`config.mk`:
```
export PLATFORM = sky130hd
export DESIGN_NAME = mac_feeder_flat
export DESIGN_NICKNAME = d
export VERILOG_FILES = /design/src/rtl/mac_feeder_if.sv /design/src/rtl/mac_feeder.sv /design/src/flat_wrapper.sv
export SDC_FILE = /design/constraint.sdc
export NUM_CORES = 1
export LEC_CHECK = 0
export ABC_AREA = 0
export CORE_ASPECT_RATIO = 0.5
export CORE_UTILIZATION = 35
export CTS_BUF_LIST = sky130_fd_sc_hd__clkbuf_8
export CTS_CLUSTER_DIAMETER = 60
export DETAILED_ROUTE_END_ITERATION = 8
export PLACE_DENSITY = 0.7
export SETUP_SLACK_MARGIN = 0.3
export SLEW_MARGIN = 20
export SYNTH_ARGS = -nofsm -noshare
export SYNTH_HDL_FRONTEND = slang
export SYNTH_SLANG_ARGS = --single-unit
```
`constraint.sdc`:
```
create_clock -name clk -period 9.4 [get_ports clk]
set_input_delay 1.41 -clock clk [delete_from_list [all_inputs] [get_ports clk]]
set_output_delay 1.41 -clock clk [all_outputs]
set_load 0.01 [all_outputs]
```
`src/rtl/mac_feeder_if.sv`:
```
// Job command, operand buffer read ports and cmac operand/result bundle for mac_feeder.
// master = the feeder, slave = scheduler/buffers/MAC side.
interface mac_feeder_if #(
  parameter int ADDR_W = 10
);
  logic              start;
  logic [ADDR_W:0]   len;
  logic [ADDR_W-1:0] data_base;
  logic [ADDR_W-1:0] weight_base;
  logic [15:0]       bias;
  logic              busy;
  logic              done;
  logic              err;
  logic [15:0]       result;

  logic              dbuf_rd;
  logic              wbuf_rd;
  logic [ADDR_W-1:0] dbuf_addr;
  logic [ADDR_W-1:0] wbuf_addr;
  logic [15:0]       dbuf_q;
  logic [15:0]       wbuf_q;

  logic              mac_rst;
  logic              conv_ready;
  logic [31:0]       op_num;
  logic [15:0]       mac_data;
  logic [15:0]       mac_weight;
  logic              rdy_acc;
  logic              conv_valid;
  logic [15:0]       mac_result;

  modport master (
    input  start, len, data_base, weight_base, bias,
    output busy, done, err, result,
    output dbuf_rd, wbuf_rd, dbuf_addr, wbuf_addr,
    input  dbuf_q, wbuf_q,
    output mac_rst, conv_ready, op_num, mac_data, mac_weight,
    input  rdy_acc, conv_valid, mac_result
  );

  modport slave (
    output start, len, data_base, weight_base, bias,
    input  busy, done, err, result,
    input  dbuf_rd, wbuf_rd, dbuf_addr, wbuf_addr,
    output dbuf_q, wbuf_q,
    input  mac_rst, conv_ready, op_num, mac_data, mac_weight,
    output rdy_acc, conv_valid, mac_result
  );
endinterface

```
`src/rtl/mac_feeder.sv`:
```
// Operand sequencer for cmac: fetches data/weight pairs from two buffers, advances one pair per
// rdy_acc pulse through a one-deep prefetch, finishes with the bias stage and captures the result.
module mac_feeder #(
  parameter int ADDR_W = 10
) (
  input  logic         clk,
  input  logic         rst,
  mac_feeder_if.master io_bus
);

  localparam int CW = ADDR_W + 2;

  typedef enum logic [2:0] {
    S_IDLE,
    S_CLR,
    S_PRIME,
    S_RUN,
    S_BIAS
  } state_t;

  state_t            r_state;
  state_t            w_next;

  logic [ADDR_W:0]   r_len;
  logic [ADDR_W-1:0] r_dbase;
  logic [ADDR_W-1:0] r_wbase;
  logic [15:0]       r_bias;
  logic [31:0]       r_op_num;
  logic [CW-1:0]     r_taken;

  logic [15:0]       r_pf_d;
  logic [15:0]       r_pf_w;
  logic              r_pf_vld;
  logic              r_pend;

  logic [15:0]       r_mac_d;
  logic [15:0]       r_mac_w;
  logic [15:0]       r_result;
  logic              r_done;
  logic              r_err;
  logic              r_acc_viol;

  logic [CW-1:0]     w_len_x;
  logic [CW-1:0]     w_tk1;
  logic [CW-1:0]     w_tk2;
  logic              w_accept;
  logic              w_have_op;
  logic              w_last;
  logic              w_adv;
  logic              w_fin;
  logic              w_viol;
  logic [15:0]       w_op_d;
  logic [15:0]       w_op_w;

  logic              w_rd;
  logic [ADDR_W-1:0] w_rd_idx;
  logic              w_mac_rst;
  logic              w_conv_ready;

  assign w_len_x  = {1'b0, r_len};
  assign w_tk1    = r_taken + CW'(1);
  assign w_tk2    = r_taken + CW'(2);
  assign w_accept = io_bus.start && (io_bus.len != '0);

  // A pair can be handed over from the prefetch register or straight off the buffer port
  // when its read returns in the same cycle the MAC asks for it.
  assign w_have_op = r_pf_vld || r_pend;
  assign w_op_d    = r_pf_vld ? r_pf_d : io_bus.dbuf_q;
  assign w_op_w    = r_pf_vld ? r_pf_w : io_bus.wbuf_q;

  assign w_last = (w_tk1 == w_len_x);
  assign w_adv  = (r_state == S_RUN) && io_bus.rdy_acc && !w_last && w_have_op;
  assign w_fin  = (r_state == S_RUN) && io_bus.rdy_acc && w_last;
  assign w_viol = (r_state == S_RUN) && io_bus.rdy_acc && !w_last && !w_have_op;

  always_ff @(posedge clk or posedge rst) begin
    if (rst) begin
      r_state <= S_IDLE;
    end else begin
      r_state <= w_next;
    end
  end

  always_comb begin
    w_next       = r_state;
    w_rd         = 1'b0;
    w_rd_idx     = '0;
    w_mac_rst    = 1'b0;
    w_conv_ready = 1'b0;
    unique case (r_state)
      S_IDLE: begin
        if (w_accept) w_next = S_CLR;
      end
      S_CLR: begin
        w_mac_rst = 1'b1;
        w_rd      = 1'b1;
        w_next    = S_PRIME;
      end
      S_PRIME: begin
        w_rd     = (r_len > (ADDR_W+1)'(1));
        w_rd_idx = ADDR_W'(1);
        w_next   = S_RUN;
      end
      S_RUN: begin
        w_conv_ready = 1'b1;
        if (w_adv && (w_tk2 < w_len_x)) begin
          w_rd     = 1'b1;
          w_rd_idx = w_tk2[ADDR_W-1:0];
        end
        if (w_fin) w_next = S_BIAS;
      end
      S_BIAS: begin
        if (io_bus.conv_valid) w_next = S_IDLE;
      end
      default: w_next = S_IDLE;
    endcase
  end

  always_ff @(posedge clk or posedge rst) begin
    if (rst) begin
      r_len      <= '0;
      r_dbase    <= '0;
      r_wbase    <= '0;
      r_bias     <= '0;
      r_op_num   <= '0;
      r_taken    <= '0;
      r_pf_d     <= '0;
      r_pf_w     <= '0;
      r_pf_vld   <= 1'b0;
      r_pend     <= 1'b0;
      r_mac_d    <= '0;
      r_mac_w    <= '0;
      r_result   <= '0;
      r_done     <= 1'b0;
      r_err      <= 1'b0;
      r_acc_viol <= 1'b0;
    end else begin
      r_done <= 1'b0;
      r_err  <= 1'b0;
      // Index 0 read in CLR goes straight to the MAC in PRIME, so it never enters the prefetch.
      r_pend <= w_rd && (r_state != S_CLR);
      unique case (r_state)
        S_IDLE: begin
          if (w_accept) begin
            r_len    <= io_bus.len;
            r_dbase  <= io_bus.data_base;
            r_wbase  <= io_bus.weight_base;
            r_bias   <= io_bus.bias;
            r_op_num <= 32'(io_bus.len) - 32'd1;
            r_taken  <= '0;
            r_pf_vld <= 1'b0;
          end else if (io_bus.start) begin
            r_err <= 1'b1;
          end
        end
        S_PRIME: begin
          r_mac_d <= io_bus.dbuf_q;
          r_mac_w <= io_bus.wbuf_q;
        end
        S_RUN: begin
          if (w_adv) begin
            r_mac_d  <= w_op_d;
            r_mac_w  <= w_op_w;
            r_pf_vld <= 1'b0;
            r_taken  <= w_tk1;
          end else if (r_pend) begin
            r_pf_d   <= io_bus.dbuf_q;
            r_pf_w   <= io_bus.wbuf_q;
            r_pf_vld <= 1'b1;
          end
          if (w_fin) begin
            r_mac_d <= '0;
            r_mac_w <= r_bias;
          end
          if (w_viol) r_acc_viol <= 1'b1;
        end
        S_BIAS: begin
          if (io_bus.conv_valid) begin
            r_result <= io_bus.mac_result;
            r_done   <= 1'b1;
          end
        end
        default: ;
      endcase
    end
  end

  // MAC pacing contract: a request must never find the prefetch empty.
  a_no_acc_viol: assert property (@(posedge clk) disable iff (rst) !r_acc_viol);

  assign io_bus.busy       = (r_state != S_IDLE);
  assign io_bus.done       = r_done;
  assign io_bus.err        = r_err;
  assign io_bus.result     = r_result;
  assign io_bus.dbuf_rd    = w_rd;
  assign io_bus.wbuf_rd    = w_rd;
  assign io_bus.dbuf_addr  = w_rd ? (r_dbase + w_rd_idx) : '0;
  assign io_bus.wbuf_addr  = w_rd ? (r_wbase + w_rd_idx) : '0;
  assign io_bus.mac_rst    = w_mac_rst;
  assign io_bus.conv_ready = w_conv_ready;
  assign io_bus.op_num     = r_op_num;
  assign io_bus.mac_data   = r_mac_d;
  assign io_bus.mac_weight = r_mac_w;

endmodule

```
`src/flat_wrapper.sv`:
```
// flat-port wrapper written by rule: the top's interface ports become plain ports
module mac_feeder_flat 
#(
  parameter int ADDR_W = 10
)
  (clk, rst, io_bus_start, io_bus_len, io_bus_data_base, io_bus_weight_base, io_bus_bias, io_bus_busy, io_bus_done, io_bus_err, io_bus_result, io_bus_dbuf_rd, io_bus_wbuf_rd, io_bus_dbuf_addr, io_bus_wbuf_addr, io_bus_dbuf_q, io_bus_wbuf_q, io_bus_mac_rst, io_bus_conv_ready, io_bus_op_num, io_bus_mac_data, io_bus_mac_weight, io_bus_rdy_acc, io_bus_conv_valid, io_bus_mac_result);
  mac_feeder_if #(.ADDR_W(ADDR_W)) io_bus_i ();
  input  logic clk;
  input  logic rst;
  input wire logic [$bits(io_bus_i.start)-1:0] io_bus_start;
  input wire logic [$bits(io_bus_i.len)-1:0] io_bus_len;
  input wire logic [$bits(io_bus_i.data_base)-1:0] io_bus_data_base;
  input wire logic [$bits(io_bus_i.weight_base)-1:0] io_bus_weight_base;
  input wire logic [$bits(io_bus_i.bias)-1:0] io_bus_bias;
  output wire logic [$bits(io_bus_i.busy)-1:0] io_bus_busy;
  output wire logic [$bits(io_bus_i.done)-1:0] io_bus_done;
  output wire logic [$bits(io_bus_i.err)-1:0] io_bus_err;
  output wire logic [$bits(io_bus_i.result)-1:0] io_bus_result;
  output wire logic [$bits(io_bus_i.dbuf_rd)-1:0] io_bus_dbuf_rd;
  output wire logic [$bits(io_bus_i.wbuf_rd)-1:0] io_bus_wbuf_rd;
  output wire logic [$bits(io_bus_i.dbuf_addr)-1:0] io_bus_dbuf_addr;
  output wire logic [$bits(io_bus_i.wbuf_addr)-1:0] io_bus_wbuf_addr;
  input wire logic [$bits(io_bus_i.dbuf_q)-1:0] io_bus_dbuf_q;
  input wire logic [$bits(io_bus_i.wbuf_q)-1:0] io_bus_wbuf_q;
  output wire logic [$bits(io_bus_i.mac_rst)-1:0] io_bus_mac_rst;
  output wire logic [$bits(io_bus_i.conv_ready)-1:0] io_bus_conv_ready;
  output wire logic [$bits(io_bus_i.op_num)-1:0] io_bus_op_num;
  output wire logic [$bits(io_bus_i.mac_data)-1:0] io_bus_mac_data;
  output wire logic [$bits(io_bus_i.mac_weight)-1:0] io_bus_mac_weight;
  input wire logic [$bits(io_bus_i.rdy_acc)-1:0] io_bus_rdy_acc;
  input wire logic [$bits(io_bus_i.conv_valid)-1:0] io_bus_conv_valid;
  input wire logic [$bits(io_bus_i.mac_result)-1:0] io_bus_mac_result;
  assign io_bus_i.start = io_bus_start;
  assign io_bus_i.len = io_bus_len;
  assign io_bus_i.data_base = io_bus_data_base;
  assign io_bus_i.weight_base = io_bus_weight_base;
  assign io_bus_i.bias = io_bus_bias;
  assign io_bus_busy = io_bus_i.busy;
  assign io_bus_done = io_bus_i.done;
  assign io_bus_err = io_bus_i.err;
  assign io_bus_result = io_bus_i.result;
  assign io_bus_dbuf_rd = io_bus_i.dbuf_rd;
  assign io_bus_wbuf_rd = io_bus_i.wbuf_rd;
  assign io_bus_dbuf_addr = io_bus_i.dbuf_addr;
  assign io_bus_wbuf_addr = io_bus_i.wbuf_addr;
  assign io_bus_i.dbuf_q = io_bus_dbuf_q;
  assign io_bus_i.wbuf_q = io_bus_wbuf_q;
  assign io_bus_mac_rst = io_bus_i.mac_rst;
  assign io_bus_conv_ready = io_bus_i.conv_ready;
  assign io_bus_op_num = io_bus_i.op_num;
  assign io_bus_mac_data = io_bus_i.mac_data;
  assign io_bus_mac_weight = io_bus_i.mac_weight;
  assign io_bus_i.rdy_acc = io_bus_rdy_acc;
  assign io_bus_i.conv_valid = io_bus_conv_valid;
  assign io_bus_i.mac_result = io_bus_mac_result;
  mac_feeder #(.ADDR_W(ADDR_W)) u_core (.clk(clk), .rst(rst), .io_bus(io_bus_i));
endmodule
```
==> results.yml, run 1 <==
place:
  gp_congestion: 0.855
  dp_hpwl_um: 17100
  postPlaceCellArea_um2: 10900
  portBuffers: 206
global_routing:
  grt_pass1_vias: 7083
  antenna_found_initial: 2
  grt_overflow: 0
  globalRouteTotalUtil: 0.186
  grt_max_degree: 82
  grt_first_pass_wirelength_um: 37300
sta:
  slew_headroom: 0.383
  min_period_ps: 7040
  fin_setup_tns_ps: 0
  maxSlewViolCount: 0
  fmax_mhz: 142
  worst_slew_pin_slew_ps: 925
  hold_viol_final: 0
  rsz0062_at_grt: "false"
  fin_skew_ps: 11.6
  finalCritPeriodShare: 0.749
  setup_viol: 0
setup_path:
  cp_num_buf_inv: 1
  cp.required_ps: 7990
  crit_type: "register to primary output"
  reg2reg_slack_ps: 5470
  crit_fanout: 9
  start_kind: "register"
  critical-path-top-delay-family: "simple AND/OR/NAND/NOR gates"
  crit_path_cell_trace: "ha_1 -> nand3_1 -> xnor2_1 -> ha_1 -> a21oi_1 -> nor2b_1 -> o21ai_0 -> a31oi_1 -> nor2_1 -> nand3_1 -> nor2b_1 -> ha_1 -> a21oi_1 -> nor2b_1 -> or2_2 -> a21oi_1 -> nor4_1 -> or3_1 -> clkdlybuf4s50_1"
  endpoint_kind: "primary output"
  crit_arrival_ps: 5630
  cpMaxStageDelayCell: "dfrtp_1"
  critical_path.max_stage_delay_ps: 510
yosys:
  synth-edff-count: 0
  synthTopCellsByCount: "nand2_1 (167), dfrtp_1 (158), nor2_1 (75)"
  ys_types: 54
  async_flop_share: 1.00
  synth_flop_cell: "dfrtp_1"
  syn_area_um2: 8750
  syn_inst: 930
  synth.area.top_cells: "dfrtp_1 (45%), nand2_1 (7.2%), mux2_2 (6.2%)"
  yosysTopAreaCell: "dfrtp_1"
  syn_nets: 1062
  synth.top_cell.area_share: 0.452
  synth_warnings: 0
  yosysMostFrequentCell: "nand2_1"
  avgSynthCellArea_um2: 9.41
  yosysSeqAreaShare: 0.452
  ys_seq_elements: 158
finish:
  drive_gt1_frac: 0.0936
  areaGrowthSynthToFinish_pct: 28.8
  fillers: 2308
  design_area_um2: 11300
  nets: 1221
flow_run:
  max_cap_viol_count: 0
clocking:
  hold_buffers: 0
  clkSinkCount: 158
  ctsHtreeMaxLevel: 4
  postCtsResizedCells: 0
  clkTransAtPathRegs_ps: 90
  clockBufferDepth: 2
  cts_tree: "done"
  cts-root-buf: "clkbuf_8"
  clk_latency_ps: 470
  numCtsBuffers: 17
  cts_setup_buffers: 0
run_status:
  outcome: "finished, final reports clean"
min_path:
  hold_path_class: "register to register"
detailed_routing:
  drc_errors: 0
  routedWlPerCell_um: 16.4
  first_pass_iters: 5
  viasPerCell: 5.04
  drtIter0Drc: 401
  ant_nets: 0
  finalWirelength_um: 23600
  vias: 7244
pwr:
  p_per_area_nw_per_um2: 192
  cellLeakagePower_nw: 4.88
  ir_worst_vdd_uv: 91.2
die:
  row_count: 40
  initial_core_util: 0.361
  die_w_um: 226
  dieArea_um2: 25700
  dieHeight_um: 114
  io_pins: 207
  core_um2: 24300
==> routing by layer <==
layer  part of all wire  track usage  up-vias
met5            0.00042            0        -
met4              0.017       0.0612        2
met3              0.043       0.0412       30
met2               0.49        0.305      129
met1               0.45        0.244     3573
li1                   -            -     3510
==> final timing paths <==
path	from	depth (start not counted)	to
worst min register to register	u_core.io_bus.op_num[10]	1	u_core.io_bus.op_num[10]
worst max-delay path	u_core.r_taken[1]	19	io_bus_dbuf_addr[7]
min in group asynchronous	rst	2	u_core.io_bus.result[12]
worst min-delay path	u_core.io_bus.op_num[10]	1	u_core.io_bus.op_num[10]
worst max register to register	u_core.r_taken[1]	10	u_core.r_pf_d[2]
max in group asynchronous	rst	3	u_core.r_bias[13]
==> power by group <==
group          total (W)  switching (W)  internal [W]
clock network   0.000496       0.000259      0.000238
registers       0.000946       0.000105      0.000841
logic           0.000718       0.000339      0.000379
total            0.00216       0.000703       0.00146
==> cells by family (layout without fill, tap and decap cells) <==
logic type	after synthesis	count (layout)	share of synthesized area
AND/OR/NAND/NOR	356	356	0.186
multiplexers	67	67	0.0835
XOR/XNOR	49	49	0.0490
AO/OA/AOI/OAI	170	170	0.126
other	0	1	0
buffers and inverters	98	269	0.0576
flip-flops	158	158	0.452
adder cells (fa/ha/maj)	32	32	0.0457
==> through the flow <==
| stage | setup WS [ps] | hold WS (ps) | util | cells | power (W) |
|---|---|---|---|---|---|
| finish | 2360 | 482 | 0.464 | 1438 | 0.00216 |
| CTS | 2290 | 485 | 0.464 | 1437 | 0.00219 |
| floorplan | 3730 | 446 | - | 930 | 0.00138 |
| global route | 1830 | 500 | 0.464 | 1438 | 0.00230 |
| global placement | 3050 | 460 | 0.449 | 1406 | 0.00166 |
| detailed placement | 2850 | 463 | 0.449 | 1406 | 0.00168 |
==> placed cells by master (no fill, tap or decap), types with 3 or more instances in the layout <==
cell type,netlist,final
nand4_1,9,9
or3_1,3,3
nor4_1,6,6
o41ai_1,3,3
and2_1,7,6
or2_2,4,4
xor2_1,20,20
clkinvlp_4,0,3
nand3b_1,4,4
nand2_1,167,166
o31ai_1,5,5
nor2b_1,19,19
buf_4,25,7
xnor2_1,29,29
and3_1,6,5
clkbuf_8,0,18
a31oi_1,21,21
dfrtp_1,158,158
a21o_1,5,5
a211oi_1,3,3
a21oi_1,38,38
nand3_1,13,13
inv_1,23,25
clkinv_2,0,3
nor3b_1,3,3
mux2i_1,19,19
clkdlybuf4s50_1,0,206
nor3_1,14,14
o21ai_0,40,40
o211ai_1,23,23
o221ai_1,3,3
nand2b_1,18,18
nor2_1,75,75
a22oi_1,16,16
ha_1,32,32
mux2_2,48,48
==> registers in the layout (all words and copies together), names as in the netlist <==
name	cells
u_core.r_wbase	10
u_core.r_dbase	10
u_core.io_bus.done	1
u_core.io_bus.op_num	12
u_core.r_state	3
u_core.r_pend	1
u_core.io_bus.mac_weight	16
u_core.io_bus.err	1
u_core.r_pf_vld	1
u_core.r_bias	16
u_core.io_bus.mac_data	16
u_core.r_pf_w	16
u_core.r_len	11
u_core.io_bus.result	16
u_core.r_taken	12
u_core.r_pf_d	16
==> area by class of cell <==
type,instances,area [um^2],area share
multi-input combinational,674,4300,0.382
sequential,158,3950,0.351
timing repair buffer,214,2130,0.189
tap,336,420,0.0373
clock buffer,18,248,0.0220
clock inverter,13,126,0.0112
inverter,24,95.1,0.00844
antenna,1,2.50,0.000222
Power figures use the tool's default switching activity.
==> run 2, diff against run 1 <==
--- a/config.mk
+++ b/config.mk
@@ -11,7 +11,7 @@
 export CTS_BUF_LIST = sky130_fd_sc_hd__clkbuf_8
 export CTS_CLUSTER_DIAMETER = 60
 export DETAILED_ROUTE_END_ITERATION = 8
-export PLACE_DENSITY = 0.7
+export PLACE_DENSITY = 0.72
 export SETUP_SLACK_MARGIN = 0.3
 export SLEW_MARGIN = 20
 export SYNTH_ARGS = -nofsm -noshare
==> constraint.sdc (replaced) <==
create_clock -name clk -period 6.1 [get_ports clk]
set_input_delay 0.915 -clock clk [delete_from_list [all_inputs] [get_ports clk]]
set_output_delay 0.915 -clock clk [all_outputs]
set_load 0.01 [all_outputs]
==> results.yml, run 2 (synthesis gave the netlist of run 1 again) <==
setup_path:
  reg2reg_from: "u_core.r_taken[1]"
  crit_path_cell_trace: "buf_4 -> nand3_2 -> nor2_1 -> xor2_1 -> ha_1 -> nor2b_1 -> o21ai_1 -> a31oi_2 -> nor2_2 -> nand3_4 -> buf_4 -> nor2b_2 -> ha_1 -> a21oi_1 -> nor2b_1 -> o21ai_1 -> o211ai_1 -> xnor2_1 -> nor2_1 -> clkdlybuf4s50_1"
  start_kind: "register"
  cp_num_buf_inv: 3
  cpMaxStageDelayCell: "clkdlybuf4s50_1"
  critical_path.max_stage_delay_ps: 550
  endpoint_kind: "primary output"
  crit_type: "register to primary output"
  crit_fanout: 7
  reg2reg_slack_ps: 2350
  critical-path-top-delay-family: "simple AND/OR/NAND/NOR gates"
  crit_arrival_ps: 4620
  crit_path_start: "u_core.r_taken[1]"
  cp.required_ps: 5180
flow_run:
  max_cap_viol_count: 0
place:
  portBuffers: 206
  gp_congestion: 0.916
  postPlaceCellArea_um2: 10900
  dp_hpwl_um: 17500
clocking:
  clkTransAtPathRegs_ps: 90
  clkSinkCount: 158
  clockBufferDepth: 2
  clk_latency_ps: 480
  cts-root-buf: "clkbuf_8"
  cts_tree: "done"
  hold_buffers: 0
  numCtsBuffers: 17
  ctsHtreeMaxLevel: 4
sta:
  setup_viol: 0
  fin_setup_tns_ps: 0
  worst_slew_pin_slew_ps: 851
  maxSlewViolCount: 0
  hold_viol_final: 0
  fin_skew_ps: 9.65
  fmax_mhz: 181
  slew_headroom: 0.429
  finalCritPeriodShare: 0.908
  rsz0062_at_grt: "false"
  min_period_ps: 5540
pwr:
  p_per_area_nw_per_um2: 302
  clockPowerShare: 0.249
  cellLeakagePower_nw: 5.17
  swShare: 0.321
  p_comb_frac: 0.338
  p_switching_w: 0.00113
  internal-power_w: 0.00238
  seqPwrFrac: 0.413
  power_w: 0.00351
  ir_worst_vdd_uv: 135
finish:
  diodes: 0
  areaGrowthSynthToFinish_pct: 33.0
  design_area_um2: 11600
  final_cell_mix: "clkdlybuf4s50_1 (198), nand2_1 (166), dfrtp_1 (151), nor2_1 (73), mux2_2 (48)"
  fillers: 2227
  final_common_cell: "clkdlybuf4s50_1"
  drive_gt1_frac: 0.136
  nets: 1241
detailed_routing:
  drtIter0Drc: 476
  first_pass_iters: 5
  ant_nets: 0
  routedWlPerCell_um: 16.8
  finalWirelength_um: 24400
  vias: 7373
  drc_errors: 0
  viasPerCell: 5.06
die:
  io_pins: 207
  initial_core_util: 0.361
  dieArea_um2: 25700
  dieHeight_um: 114
  die_w_um: 226
  row_count: 40
  core_um2: 24300
min_path:
  hold_path_class: "register to register"
  hold_start: "u_core.r_bias[14]"
global_routing:
  grt_overflow: 0
  antenna_found_initial: 0
  grt_pass1_vias: 7259
  globalRouteTotalUtil: 0.194
  grt_max_degree: 61
  grt_first_pass_wirelength_um: 38800
run_status:
  outcome: "finished, final reports clean"
-- run 2: cell count changes in the layout (fill, tap and decap cells not counted), moves of 3 or more --
cell and delta:
buf_4 +21, clkdlybuf4s50_1 -8, dfrtp_1 -7, dfrtp_2 +7, dlymetal6s2s_1 +8, ha_1 -3, nand3_1 -3, nand3_4 +3
nor2b_1 -5, nor2b_2 +5, o21ai_0 -3, o21ai_1 +3
-- run 2: what timing repair did --
| action | 4_1_cts | 5_1_grt |
|---|---|---|
| setup endpoints to repair | 17 | 15 |
| gates resized for setup | 15 | 31 |
| setup buffers | 5 | 10 |
| hold endpoints to repair | 0 | 0 |
| pin swaps | 3 | 4 |
-- run 2: worst register-to-register path: stages, from the launching register on --
cell and delay, ps:
dfrtp_1 400, buf_4 190, ha_1 260, nand3_4 160, o21ai_0 200, nand4_1 150, a211oi_2 220, nand4_1 120
buf_4 210, or2_1 230, buf_4 250, a31oi_4 490, buf_4 510, nor2_1 120, a21oi_1 150
-- run 2: per-stage QoR --
| stage | setup WS, ps | util | hold WS (ps) | instances |
|---|---|---|---|---|
| 2_1_floorplan | 922 | - | 446 | 930 |
| 3_3_place_gp | 392 | 0.450 | 460 | 1411 |
| 3_5_place_dp | 222 | 0.450 | 463 | 1411 |
| 4_1_cts | 312 | 0.472 | 485 | 1448 |
| 5_1_grt | 311 | 0.480 | 506 | 1458 |
| 6_report | 564 | 0.480 | 481 | 1458 |
-- run 2: worst paths after layout --
kind                                             end  depth (start not counted)
max                              io_bus_dbuf_addr[8]                         20
min                                u_core.r_bias[14]                          2
max reg2reg                u_core.io_bus.mac_data[6]                         14
min reg2reg                        u_core.r_bias[14]                          2
max in group asynchronous          u_core.r_taken[2]                          3
min in group asynchronous   u_core.io_bus.result[13]                          2
-- run 2: power groups by stage --
stage	Sequential, W	Clock, W	Combinational [W]
2_1_floorplan	0.00148	0	0.000642
3_5_place_dp	0.00147	0	0.00114
6_report	0.00145	0.000875	0.00119
3_3_place_gp	0.00146	0	0.00111
5_1_grt	0.00148	0.000948	0.00130
4_1_cts	0.00145	0.000902	0.00115
-- run 2: area by class of cell --
cell class                 count  area, um^2  share of cell area
timing repair buffer         234        2290               0.197
clock buffer                  19         262              0.0225
clock inverter                13         171              0.0147
sequential                   158        3960               0.340
tap                          336         420              0.0361
multi-input combinational    674        4440               0.381
inverter                      24        95.1             0.00817
-- run 2: metal layers --
layer  wire (um)  global-route usage  vias up
met5           0                   0        -
met4         488              0.0630        0
met3        1040              0.0407       38
met2       11900               0.322      179
met1       11000               0.254     3612
li1            -                   -     3544
==> run 3, diff against run 2 <==
--- a/config.mk
+++ b/config.mk
@@ -6,6 +6,7 @@
 export NUM_CORES = 1
 export LEC_CHECK = 0
 export ABC_AREA = 0
+export CAP_MARGIN = 40
 export CORE_ASPECT_RATIO = 0.5
 export CORE_UTILIZATION = 35
 export CTS_BUF_LIST = sky130_fd_sc_hd__clkbuf_8
==> results.yml, run 3 (synthesis gave the netlist of run 1 again) <==
run_status:
  outcome: "finished, final reports clean"
setup_path:
  critical_path.max_stage_delay_ps: 490
  cp.required_ps: 5180
  cp_num_buf_inv: 1
  crit_path_cell_trace: "ha_4 -> nand3_4 -> nor3_2 -> xor2_1 -> ha_1 -> a211oi_2 -> a31oi_4 -> nor2_4 -> nand3_4 -> nor2b_2 -> ha_2 -> a21oi_2 -> nor2b_1 -> or2_2 -> a21oi_4 -> nor4_1 -> or3_1 -> clkdlybuf4s50_1"
  endpoint_kind: "primary output"
  crit_arrival_ps: 4720
  crit_fanout: 7
  start_kind: "register"
  cpMaxStageDelayCell: "clkdlybuf4s50_1"
  critical-path-top-delay-family: "simple AND/OR/NAND/NOR gates"
  crit_type: "register to primary output"
  cpMostUsedCell: "nand3_4"
finish:
  final_common_cell: "clkdlybuf4s50_1"
  drive_gt1_frac: 0.135
  fin_util: 0.477
  instances_no_fill: 1456
  areaGrowthSynthToFinish_pct: 32.3
  nets: 1239
  fillers: 2269
  final_cell_mix: "clkdlybuf4s50_1 (202), nand2_1 (166), dfrtp_1 (152), nor2_1 (74), mux2_2 (48)"
  diodes: 0
min_path:
  hold_path_class: "register to register"
place:
  dp_hpwl_um: 17600
  gp_congestion: 0.916
  place_inst: 1412
  portBuffers: 206
sta:
  setup_viol: 0
  min_period_ps: 5640
  hold_viol_final: 0
  worst_slew_pin_slew_ps: 845
  slew_headroom: 0.435
  maxSlewViolCount: 0
  fmax_mhz: 177
  hold_slack_ps: 485
  fin_skew_ps: 9.16
  fin_setup_tns_ps: 0
  rsz0062_at_grt: "true"
  finalCritPeriodShare: 0.924
clocking:
  cts_tree: "done"
  ctsHtreeMaxLevel: 4
  numCtsBuffers: 17
  clkTransAtPathRegs_ps: 90
  clockBufferDepth: 2
  cts-root-buf: "clkbuf_8"
  clkSinkCount: 158
  clk_latency_ps: 490
detailed_routing:
  vias: 7285
  routedWlPerCell_um: 16.6
  drtIter0Drc: 526
  drc_errors: 0
  finalWirelength_um: 24200
  viasPerCell: 5.00
  first_pass_iters: 5
  ant_nets: 0
global_routing:
  grt_pass1_vias: 7296
  grt_first_pass_wirelength_um: 38600
  antenna_found_initial: 0
  grt_max_degree: 61
  globalRouteTotalUtil: 0.193
  grt_overflow: 0
pwr:
  p_per_area_nw_per_um2: 292
  cellLeakagePower_nw: 5.04
  ir_worst_vdd_uv: 129
die:
  row_count: 40
  io_pins: 207
  die_w_um: 226
  dieArea_um2: 25700
  dieHeight_um: 114
  core_um2: 24300
  initial_core_util: 0.361
flow_run:
  max_cap_viol_count: 0
[run 3: routing by layer]
layer	up-vias	track usage	routed length, um
li1	3545	-	-
met1	3541	0.245	10800
met2	163	0.323	11800
met3	36	0.0453	1170
met4	0	0.0653	452
met5	-	0	0
[run 3: layout make-up]
type	instances	area [um^2]	share of cell area
clock inverter	15	136	0.0118
clock buffer	17	234	0.0202
inverter	24	95.1	0.00821
multi-input combinational	674	4440	0.383
tap	336	420	0.0363
timing repair buffer	232	2290	0.198
sequential	158	3960	0.342
[run 3: worst min-delay path, stage by stage (launching register included)]
cell     delay, ps
dfrtp_1        350
nand2_1         50
nand2_1         60
[run 3: where the power goes]
part           internal [W]  switching [W]  leakage (nW)
Clock              0.000327       0.000430         0.185
Sequential          0.00130       0.000156          1.96
Combinational      0.000613       0.000554          2.89
[run 3: worst paths after layout]
check / slack (ps) / start / cells past startpoint / endpoint
min in group asynchronous: 850 / rst / 2 / u_core.io_bus.result[1]
min reg2reg: 480 / u_core.r_bias[4] / 2 / u_core.r_bias[4]
max: 460 / u_core.r_taken[1] / 18 / io_bus_dbuf_addr[7]
max in group asynchronous: 4010 / rst / 3 / u_core.r_taken[3]
min: 480 / u_core.r_bias[4] / 2 / u_core.r_bias[4]
max reg2reg: 2300 / u_core.r_taken[1] / 13 / u_core.io_bus.mac_data[6]
[run 3: per-stage QoR]
step / power, W / instance area [um^2] / setup WS (ps)
floorplan: 0.00213 / 8750 / 922
global placement: 0.00256 / 10900 / 392
detailed placement: 0.00261 / 11000 / 244
CTS: 0.00340 / 11400 / 333
global route: 0.00359 / 11600 / 183
finish: 0.00338 / 11600 / 463
[run 3: what timing repair did]
item                       CTS  global route
hold buffers                 0             0
pin swaps                    2             5
setup endpoints to repair   16            15
resized for setup           16            24
buffers inserted             5             6
